## config.mk

```make
export PLATFORM = sky130hd
export DESIGN_NAME = sbox_pixel_cipher
export DESIGN_NICKNAME = d
export VERILOG_FILES = /design/src/rtl/sbox_pixel_cipher.sv
export SDC_FILE = /design/constraint.sdc
export NUM_CORES = 2
export LEC_CHECK = 0
export CORE_AREA = 2 2 373 375
export CTS_CLUSTER_DIAMETER = 30
export DETAILED_ROUTE_END_ITERATION = 6
export DIE_AREA = 0 0 375 377
export GPL_TIMING_DRIVEN = 0
export PLACE_DENSITY = 0.77
export REMOVE_ABC_BUFFERS = 1
export SYNTH_ARGS = -nofsm -noshare
export SYNTH_HDL_FRONTEND = slang
export SYNTH_SLANG_ARGS = --single-unit
export TNS_END_PERCENT = 20
```

## constraint.sdc

```tcl
create_clock -name clk -period 3.16 [get_ports clk]
set_input_delay 0.632 -clock clk [delete_from_list [all_inputs] [get_ports clk]]
set_output_delay 0.632 -clock clk [all_outputs]
set_load 0.05 [all_outputs]
```

## src/rtl/sbox_pixel_cipher.sv

```systemverilog
// S-box substitution cipher with chained diffusion for a framed pixel stream.
// Loads a 256-entry table, then encrypts pixel/key pairs into cipher bytes.
module sbox_pixel_cipher #(
  parameter int         PIXELS = 65536,
  parameter logic [7:0] IV     = 8'h00,
  parameter int         CNT_W  = 20
) (
  input  logic       clk,
  input  logic       rst,
  input  logic       sbox_we,
  input  logic [7:0] sbox_addr,
  input  logic [7:0] sbox_data,
  input  logic       done_sbox,
  input  logic       pix_valid,
  output logic       pix_ready,
  input  logic [7:0] pix_data,
  input  logic [7:0] key_data,
  output logic       c_valid,
  input  logic       c_ready,
  output logic [7:0] c_data,
  output logic       c_last,
  output logic       frame_done,
  output logic       busy
);

  typedef enum logic [1:0] {
    LOAD,
    RUN,
    FLUSH
  } state_t;

  localparam logic [CNT_W-1:0] LAST = CNT_W'(PIXELS - 1);

  state_t           state;
  logic [7:0]       sbox_q [256];
  logic [7:0]       prev;
  logic [CNT_W-1:0] count;
  logic             accept;
  logic             out_fire;
  logic [7:0]       cipher;

  assign pix_ready = (state == RUN) && (!c_valid || c_ready);
  assign accept    = pix_valid && pix_ready;
  assign out_fire  = c_valid && c_ready;
  assign cipher    = sbox_q[pix_data ^ key_data] ^ prev;
  assign busy      = (state != LOAD);

  // Table has no reset; it is only writable while loading.
  always_ff @(posedge clk) begin
    if (state == LOAD && sbox_we)
      sbox_q[sbox_addr] <= sbox_data;
  end

  always_ff @(posedge clk or posedge rst) begin
    if (rst) begin
      state      <= LOAD;
      c_valid    <= 1'b0;
      c_data     <= 8'h00;
      c_last     <= 1'b0;
      frame_done <= 1'b0;
      prev       <= IV;
      count      <= '0;
    end else begin
      frame_done <= 1'b0;
      unique case (state)
        LOAD: begin
          if (done_sbox)
            state <= RUN;
        end
        RUN: begin
          if (accept) begin
            c_data  <= cipher;
            prev    <= cipher;
            c_valid <= 1'b1;
            if (count == LAST) begin
              c_last <= 1'b1;
              state  <= FLUSH;
            end else begin
              count <= count + 1'b1;
            end
          end else if (out_fire) begin
            c_valid <= 1'b0;
          end
        end
        FLUSH: begin
          // Chain restarts from IV for the next frame.
          if (out_fire) begin
            c_valid    <= 1'b0;
            c_last     <= 1'b0;
            frame_done <= 1'b1;
            prev       <= IV;
            count      <= '0;
            state      <= RUN;
          end
        end
        default: state <= LOAD;
      endcase
    end
  end

endmodule

```

==> flow_summary_export.csv <==
group,metric,value,unit
setup_path,cp-end-kind,"flip-flop",
clocking,cts_hold_buffers,0,
timing,drv_slew,8,
detailed_routing,drc,24,
placement,place_congestion,0.839,
timing,finalHoldViolations,0,
setup_path,r2r_slack,-0.29,ns
finish,layout-drive-gt1-share,0.318,
logic_synthesis,synth_area_leaders,"edfxtp_1 75%, mux4_2 12%, nand2_1 1.6%",
detailed_routing,ant_nets,0,
detailed_routing,drtIter0Drc,8328,
detailed_routing,viasPerCell,7.25,
setup_path,worst_path_most_repeated_cell,"buf_12",
die,start_util,0.597,
job,drv_cap,1,
setup_path,path_cells,"buf_12, xor2_4, clkbuf_16, buf_16, buf_12, buf_12, buf_16, buf_12, buf_16, buf_4, mux4_2, mux4_2, a22o_1, a211oi_4, o211ai_1, o21ai_4, xor2_1, a21oi_1",
finish,multiInputGateArea,19400,um^2
clocking,path_clk_slew,0.05,ns
logic_synthesis,synth_fa_ha_area_frac,0.000611,
detailed_routing,num_vias,49700,
logic_synthesis,synth_top_flop_cell,"edfxtp_1",
clocking,cts_buffers,378,
die,fp.coreArea,137000,um^2
outcome,violations,"DRC, capacitance limit, slew limit, setup timing",
grt,grt.overflow.total,0,
timing,setup_slack,-0.999,ns
grt,grt_max_degree,165,
setup_path,cp_max_fo,10,
die,die_w,375,um
setup_path,crit_type,"input pin to flip-flop",
detailed_routing,wire_per_inst,37.7,um
setup_path,critical_path_arrival,4.89,ns
timing,worst_slew_pin_slew,1.60,ns
timing,finClkSkew,0.0768,ns
finish,num-fill-cells,6631,
grt,grt_pass1_vias,50100,
die,ios,51,
detailed_routing,wl,258000,um
logic_synthesis,synth_cells,4266,
clocking,clock-root-buffer,"clkbuf_16",
logic_synthesis,muxShareOfSynthArea,0.134,
finish,post-route-util,0.745,
outcome,status,"complete, but fails checks",
logic_synthesis,synth-simple-area-share,0.0541,
timing,post-route-period-util,1.32,
grt,antenna_found_initial,17,
setup_path,max_stage_delay,0.57,ns
timing,period_needed,4.16,ns
clocking,cts_max_level,5,
timing,rsz0062_at_grt,"true",
finish,layout.area.seq,62500,um^2
finish,areaGrowthSynthToFinish,24.7,%
clocking,clk_latency,0.97,ns
clocking,cts_max_path_buffers,4,
timing,hold_ws,0.0794,ns
power,vdd_drop_max,798,uV
logic_synthesis,synth.largest_area_cell,"edfxtp_1",
timing,max_freq,240,MHz
logic_synthesis,synth_compound_area_frac,0.0269,
setup_path,cp_data_required_time,3.89,ns
power,power.density,779,nW/um^2
timing,slew_headroom,-0.0682,
die,die_h,377,um
setup_path,cpMaxStageDelayCell,"mux4_2",
logic_synthesis,yosysTopAreaCellShare,0.751,
logic_synthesis,synthDistinctLibCells,60,
placement,io_buffer_count,50,
logic_synthesis,synthXorXnorAreaFrac,0.00353,
logic_synthesis,synthArstFlopShare,0.0196,
logic_synthesis,ys_warn_count,0,
grt,grt_usage,0.366,
placement,pre_cts_ws,-3.56,ns
clocking,cts_sinks,2089,
clocking,cts_tree,"done",
finish,fin_nets,4792,
placement,dpl.hpwl,126000,um
timing,setup-violations-final,402,
power,leakage,33.5,nW
placement,placed_cell_area,86300,um^2
die,die-area,141000,um^2
finish,postLayoutCellArea,102000,um^2
logic_synthesis,synth_edf_count,2048,
grt,grt_pass1_wl,365000,um
logic_synthesis,synth_top_family_by_area,"multiplexers",
logic_synthesis,seq_area_frac_synth,0.764,
logic_synthesis,synth_area,81800,um^2
logic_synthesis,yosysMostFrequentCell,"edfxtp_1",
logic_synthesis,syn_avg_cell_area,19.2,um^2
logic_synthesis,synthTopCellsByCount,"2048 x edfxtp_1, 433 x mux4_2, 358 x nand2_1, 308 x nor2_1, 221 x nand3_1",
detailed_routing,drt_first_pass_iters,7,
die,rows,136,
logic_synthesis,ys_ff_latch,2089,
hold_path,hp-class,"input pin to asynchronous set/reset pin",
setup_path,start_kind,"input pin",
==> worst paths after layout <==
| path | startpoint | endpoint | cells after the start |
|---|---|---|---|
| min | rst | count[13] | 3 |
| max | key_data[0] | c_data[1] | 18 |
| max reg2reg | sbox_q[236][1] | c_data[1] | 8 |
| min reg2reg | count[8] | count[8] | 1 |
| min in group clk | sbox_data[7] | sbox_q[119][7] | 1 |
| max in group asynchronous | rst | count[12] | 3 |
==> area by class of cell <==
cell class              count  area share
inverters                   8    0.000294
diodes                     14    0.000343
well taps                1794      0.0220
flip-flops and latches   2089       0.613
clock buffers             412      0.0945
repair buffers            344      0.0512
clock inverters           259      0.0289
multi-input cells        1929       0.190
==> sequential cells by signal, summed over array words and instances, names as in the netlist <==
| signal | flops |
|---|---|
| sbox_q | 2048 |
| count | 20 |
| c_data | 8 |
| prev | 8 |
| state | 2 |
| c_last | 1 |
| c_valid | 1 |
| frame_done | 1 |
==> where the power goes <==
group	internal, mW	leakage, nW	switching (mW)
registers	30.7	18.9	0.220
logic	3.09	8.57	4.78
clock network	26.2	6.01	14.6
==> critical path, delay by kind of cell <==
family | cells | cell delay [ns]
AOI/OAI and AO/OA | 5 | 1.60
buffers and inverters | 9 | 1.13
muxes | 2 | 1.09
xor gates and xnor gates | 2 | 0.43
==> logic make-up after synthesis <==
group,after synthesis
multiplexers,558
flip-flops,2089
buffers and inverters,249
XOR/XNOR,33
adder cells (fa/ha/maj),4
AO/OA/AOI/OAI,314
AND/OR/NAND/NOR,1019
==> what timing repair did <==
action	CTS	global route
cloned	19	0
resized for setup	207	143
buffers inserted	120	27
setup endpoints to repair	2056	1289
pin swaps	57	26
==> metrics by stage <==
stage / setup TNS [ns] / power (mW) / instances
global placement: - / 38.4 / 5869
global route: -25.98 / 80.7 / 6837
CTS: -21.92 / 78.6 / 6811
finish: -36.68 / 79.5 / 6849
detailed placement: -2177.36 / 37.7 / 6001
floorplan: -725.56 / 36.6 / 4025
==> layout by cell type (no fill, tap or decap), drive strengths merged, types with 15 or more instances in the layout <==
cell,netlist,routed
edfxtp,2048,2048
mux4,433,433
clkbuf,126,413
nand2,358,358
nor2,308,309
buf,115,289
nand3,221,221
mux2i,124,124
clkinv,0,121
a21oi,63,63
nand4,56,56
clkinvlp,0,53
bufinv,0,50
o22ai,47,47
inv,8,43
dfrtp,41,41
o21ai,39,39
a22oi,32,32
clkdlybuf4s50,0,31
a31oi,29,29
xor2,23,23
bufbuf,0,16
o2111ai,16,16
nor3,16,16
and3,15,15
a32oi,15,15
==> layer usage <==
layer	routed length, um	track usage	up-vias	share of wire
met5	80	0	-	0.00031
met4	20000	0.231	12	0.077
li1	-	-	18500	-
met1	80600	0.440	24800	0.31
met3	35200	0.118	1299	0.14
met2	122000	0.579	5041	0.47
Power figures use the tool's default switching activity.
